`config.mk`:
```
export PLATFORM = sky130hd
export DESIGN_NAME = alu_issue_ctrl
export DESIGN_NICKNAME = d
export VERILOG_FILES = /design/src/rtl/alu_issue_ctrl.sv
export SDC_FILE = /design/constraint.sdc
export NUM_CORES = 1
export LEC_CHECK = 0
export BUFFER_PORTS_ARGS = -buffer_cell sky130_fd_sc_hd__buf_2
export CORE_UTILIZATION = 60
export CTS_BUF_LIST = sky130_fd_sc_hd__clkbuf_4
export CTS_CLUSTER_DIAMETER = 30
export CTS_CLUSTER_SIZE = 10
export DETAILED_ROUTE_END_ITERATION = 16
export PLACE_DENSITY = 0.81
export SYNTH_ARGS = -nofsm -noshare
export SYNTH_HDL_FRONTEND = slang
export SYNTH_SLANG_ARGS = --single-unit
```
`constraint.sdc`:
```
create_clock -name clk -period 6.5 [get_ports clk]
set_input_delay 1.3 -clock clk [delete_from_list [all_inputs] [get_ports clk]]
set_output_delay 1.3 -clock clk [all_outputs]
set_load 0.1 [all_outputs]
```
`src/rtl/alu_issue_ctrl.sv`:
```
// Issue/writeback controller wrapped around the 16-bit SUM/SUB/MUL ALU, with an 8-entry register file.
// Optional zero_flag output when ALU_ISSUE_ZERO_FLAG_EN is defined.
module alu_issue_ctrl #(
    parameter int DATA_W = 16,
    parameter int NREGS  = 8
) (
    input  logic              clk,
    input  logic              rst_n,
    input  logic              instr_valid,
    input  logic [15:0]       instr,
    output logic              instr_ready,
    output logic [DATA_W-1:0] alu_data1,
    output logic [DATA_W-1:0] alu_data2,
    output logic [1:0]        alu_sel,
    input  logic [DATA_W-1:0] alu_result,
    output logic              done,
    output logic [2:0]        wb_addr,
    output logic [DATA_W-1:0] wb_data,
    input  logic [2:0]        dbg_addr,
    output logic [DATA_W-1:0] dbg_data
`ifdef ALU_ISSUE_ZERO_FLAG_EN
    ,
    output logic              zero_flag
`endif
);

    localparam logic [1:0] OP_LDI = 2'b11;

    typedef enum logic [1:0] {
        IDLE = 2'b00,
        EXEC = 2'b01,
        WB   = 2'b10
    } state_t;

    state_t            state_q;
    logic              ready_q;
    logic              done_q;
    logic [2:0]        rd_q;
    logic [2:0]        wb_addr_q;
    logic [DATA_W-1:0] wb_data_q;
    logic [DATA_W-1:0] data1_q;
    logic [DATA_W-1:0] data2_q;
    logic [1:0]        sel_q;
    logic [DATA_W-1:0] rf_q [NREGS];
`ifdef ALU_ISSUE_ZERO_FLAG_EN
    logic              zf_q;
`endif

    logic [1:0]        op_d;
    logic [2:0]        rd_d;
    logic [2:0]        rs1_d;
    logic [2:0]        rs2_d;
    logic [DATA_W-1:0] imm_d;
    logic              accept_d;

    assign op_d     = instr[15:14];
    assign rd_d     = instr[13:11];
    assign rs1_d    = instr[10:8];
    assign rs2_d    = instr[7:5];
    assign imm_d    = DATA_W'(instr[7:0]);
    assign accept_d = instr_valid & ready_q;

    // ready_q mirrors (state_q == IDLE) but stays low until the first edge after reset release.
    always_ff @(posedge clk or negedge rst_n) begin
        if (!rst_n) begin
            state_q   <= IDLE;
            ready_q   <= 1'b0;
            done_q    <= 1'b0;
            rd_q      <= '0;
            wb_addr_q <= '0;
            wb_data_q <= '0;
            data1_q   <= '0;
            data2_q   <= '0;
            sel_q     <= '0;
            for (int i = 0; i < NREGS; i++) begin
                rf_q[i] <= '0;
            end
`ifdef ALU_ISSUE_ZERO_FLAG_EN
            zf_q      <= 1'b0;
`endif
        end else begin
            case (state_q)
                IDLE: begin
                    if (accept_d) begin
                        ready_q <= 1'b0;
                        if (op_d == OP_LDI) begin
                            rf_q[rd_d] <= imm_d;
                            wb_addr_q  <= rd_d;
                            wb_data_q  <= imm_d;
                            done_q     <= 1'b1;
`ifdef ALU_ISSUE_ZERO_FLAG_EN
                            zf_q       <= (imm_d == '0);
`endif
                            state_q    <= WB;
                        end else begin
                            data1_q <= rf_q[rs1_d];
                            data2_q <= rf_q[rs2_d];
                            sel_q   <= op_d;
                            rd_q    <= rd_d;
                            state_q <= EXEC;
                        end
                    end else begin
                        ready_q <= 1'b1;
                    end
                end
                EXEC: begin
                    rf_q[rd_q] <= alu_result;
                    wb_addr_q  <= rd_q;
                    wb_data_q  <= alu_result;
                    done_q     <= 1'b1;
`ifdef ALU_ISSUE_ZERO_FLAG_EN
                    zf_q       <= (alu_result == '0);
`endif
                    state_q    <= WB;
                end
                WB: begin
                    done_q  <= 1'b0;
                    ready_q <= 1'b1;
                    state_q <= IDLE;
                end
                default: begin
                    done_q  <= 1'b0;
                    ready_q <= 1'b0;
                    state_q <= IDLE;
                end
            endcase
        end
    end

    assign instr_ready = ready_q;
    assign alu_data1   = data1_q;
    assign alu_data2   = data2_q;
    assign alu_sel     = sel_q;
    assign done        = done_q;
    assign wb_addr     = wb_addr_q;
    assign wb_data     = wb_data_q;
    assign dbg_data    = rf_q[dbg_addr];
`ifdef ALU_ISSUE_ZERO_FLAG_EN
    assign zero_flag   = zf_q;
`endif

endmodule

```
==> summary.md <==
| Metric | Value |
|---|---|
| Post-route cell area | 11600 µm² |
| Data required time of the worst path | 5.20 ns |
| Initial antenna violation count | 1 |
| Top cells by area, synth | dfrtp_1 (44%), mux2i_1 (12%), a22oi_1 (6.7%) |
| Avg Inst Size Synth | 10.83 µm² |
| Met2 WL post-DR | 14880 µm |
| Peak supply drop | 446.3 µV |
| Fin Setup TNS | 0 ns |
| Worst Max-Slew Pin Slew | 1.295 ns |
| Post-DP Area | 11330 µm² |
| Area Overhead vs Synth | 7.290% |
| HPWL after DPL | 22410 µm |
| Io pins | 109 |
| Mapped cell area | 10810 µm² |
| Worst-Skew Late Latency | 0.61 ns |
| Setup crit start kind | input port |
| CTS root buf | clkbuf_4 |
| Min-delay worst type | flop to flop |
| Sequential Power Share | 36.4% |
| Pint | 2.840 mW |
| EDFF count, synth | 0 |
| First-pass GRT wire length | 52840 µm |
| Gate count of the mapped netlist | 998 |
| Layout cells sized above 1 | 21.36% |
| Syn. warnings | 0 |
| Detailed-router iteration count before antenna repair | 6 |
| Clock transition at the registers of the reported paths | 0.16 ns |
| CTS H-tree lvls | 4 |
| Row count | 48 |
| Resize count post-CTS | 0 |
| Die H | 136.2 µm |
| Worst slew margin | 12.98% |
| Net Sw Frac | 55.25% |
| Total number of vias | 9441 |
| Synth cell types | 47 |
| DRC violations left | 0 |
| Status | finished, final reports clean |
| Vias in the first global route | 9058 |
| GRT Util Overall | 38.80% |
| Ys async rst share | 100.0% |
| Syn_nets | 1036 |
| Final period util | 72.48% |
| Routability cong. | 0.9138 |
| DR top layer | met4 |
| Most frequent cells after synthesis | dfrtp_1 (188), mux2i_1 (128), nand2_1 (127) |
| Wire length on met3 | 5086 µm |
| Setup Viol. Count Final | 0 |
| Post-synthesis register bit count | 188 |
| Max Cap Viol | 0 |
| Fillers | 1383 |
| Wl on met1 | 13260 µm |
| Top-count cell post-synth | dfrtp_1 |
| Final max-slew violation count | 0 |
| Post-CTS Setup Inserts | 0 |
| Crit. End Element | output pin |
| ANT nets after route | 0 |
| Largest net degree at the start of global routing | 91 |
| Placed cell count | 1251 |
| Via-to-Cell Ratio | 7.353 |
| Layout Nets | 1083 |
| Final core occ | 66.38% |
| PortBufs | 108 |
| Drt initial violations | 1386 |
| Worst setup path class | input port to output pin |
| Final worst slack | 1.789 ns |
| Drt total wl | 34740 µm |
| Crit path max fanout | 32 |
| PD cells | 547.0 nW/µm² |
| CTS Buffer Depth | 2 |
| Layout Skew | 0.02359 ns |
| RSZ-0062 raised after global routing | no |
| Sw power | 3.506 mW |
| Comb pwr share | 53.5% |
| TritonCTS Buffers | 17 |
| Min cycle time layout | 4.711 ns |
| Post-synth top area share | 43.51% |
| Core ar. | 17480 µm² |
| Primary FF master, synth | dfrtp_1 |
| Worst Path Arrival | 3.41 ns |
| Fin. Hold Viols | 0 |
| Synth area leader | dfrtp_1 |
| Pre-CTS setup slack | 1.767 ns |
| Avg WL per Cell | 27.05 µm |
| Clk sink count | 188 |
| Pleak | 5.313 nW |
| Non-filler instance count after layout | 1284 |
| Hold_buf cts | 0 |
| Horiz. Die Dim | 136.2 µm |
| GR Overflow Total | 0 |
| Initial Util | 61.87% |
| Clk pwr share | 10.1% |
| Fmax | 0.2123 GHz |
| CTS tree | built |
| Register area share after synthesis | 43.51% |
| DIE AREA | 18560 µm² |
layout make-up:
| class | instances | area, µm² | area share (%) |
|---|---|---|---|
| multi-input cells | 717 | 5703 | 49.16 |
| flip-flops and latches | 188 | 4705 | 40.55 |
| repair buffers | 118 | 629.4 | 5.425 |
| well taps | 225 | 281.5 | 2.427 |
| clock inverters | 15 | 141.4 | 1.219 |
| clock buffers | 17 | 127.6 | 1.100 |
| inverters | 3 | 11.26 | 0.09707 |
| diodes | 1 | 2.502 | 0.02157 |
state kept, by name (all words and copies together) (netlist names):
| name | cells |
|---|---|
| alu_data1 | 16 |
| alu_data2 | 16 |
| alu_sel | 2 |
| done | 1 |
| instr_ready | 1 |
| rd_q | 3 |
| rf_q | 128 |
| state_q | 2 |
| wb_addr | 3 |
| wb_data | 16 |
layout by cell type (no fill, tap or decap), drive strengths merged, types with 34 or more instances in the layout:
| cell type | count |
|---|---|
| dfrtp | 188 |
| mux2i | 128 |
| nand2 | 127 |
| buf | 117 |
| a22oi | 96 |
| o2bb2ai | 56 |
| a21oi | 38 |
| o21ai | 36 |
| nand3 | 34 |
cell families after synthesis:
| kind of cell | count (synthesis) | share of synthesized area (%) |
|---|---|---|
| AOI/OAI and AO/OA | 315 | 22.23 |
| buffers and inverters | 93 | 3.900 |
| DFF | 188 | 43.51 |
| muxes | 176 | 20.18 |
| and+or+nand+nor | 226 | 10.18 |
critical path, stage by stage:
cell and delay (ns):
buf_2 0.84, mux4_2 0.62, mux2_2 0.31, buf_2 0.30
power by group through the flow:
stage          Combinational, mW  Sequential (mW)  Clock, mW
2_1_floorplan               1.76             3.18          0
3_3_place_gp                3.31             2.28          0
3_5_place_dp                3.37             2.28          0
4_1_cts                     3.38             2.26      0.639
5_1_grt                     3.57             2.35      0.677
6_report                    3.40             2.31      0.638
final timing paths:
path | startpoint | to | slack, ns | depth (start not counted)
hold / removal | alu_data1[9] | alu_data1[9] | 0.49 | 2
min in group asynchronous | rst_n | rf_q[112] | 0.75 | 1
setup / recovery | dbg_addr[0] | dbg_data[15] | 1.79 | 4
max in group asynchronous | rst_n | wb_data[8] | 4.53 | 2
hold reg to reg | alu_data1[9] | alu_data1[9] | 0.49 | 2
setup reg to reg | state_q[0] | rf_q[40] | 3.36 | 4
per-layer routing:
layer  track usage, %  up-vias
met5                0        -
met4            18.21        0
met3            14.80      146
met2            54.62      817
met1            52.65     4551
li1                 -     3927
per-stage QoR:
stage | hold slack [ns] | power [mW]
5_1_grt | 0.5056 | 6.593
3_3_place_gp | 0.4549 | 5.587
3_5_place_dp | 0.4579 | 5.650
4_1_cts | 0.4937 | 6.281
2_1_floorplan | 0.4933 | 4.937
6_report | 0.4898 | 6.346
Note: power is estimated with default switching activity, not from simulation.
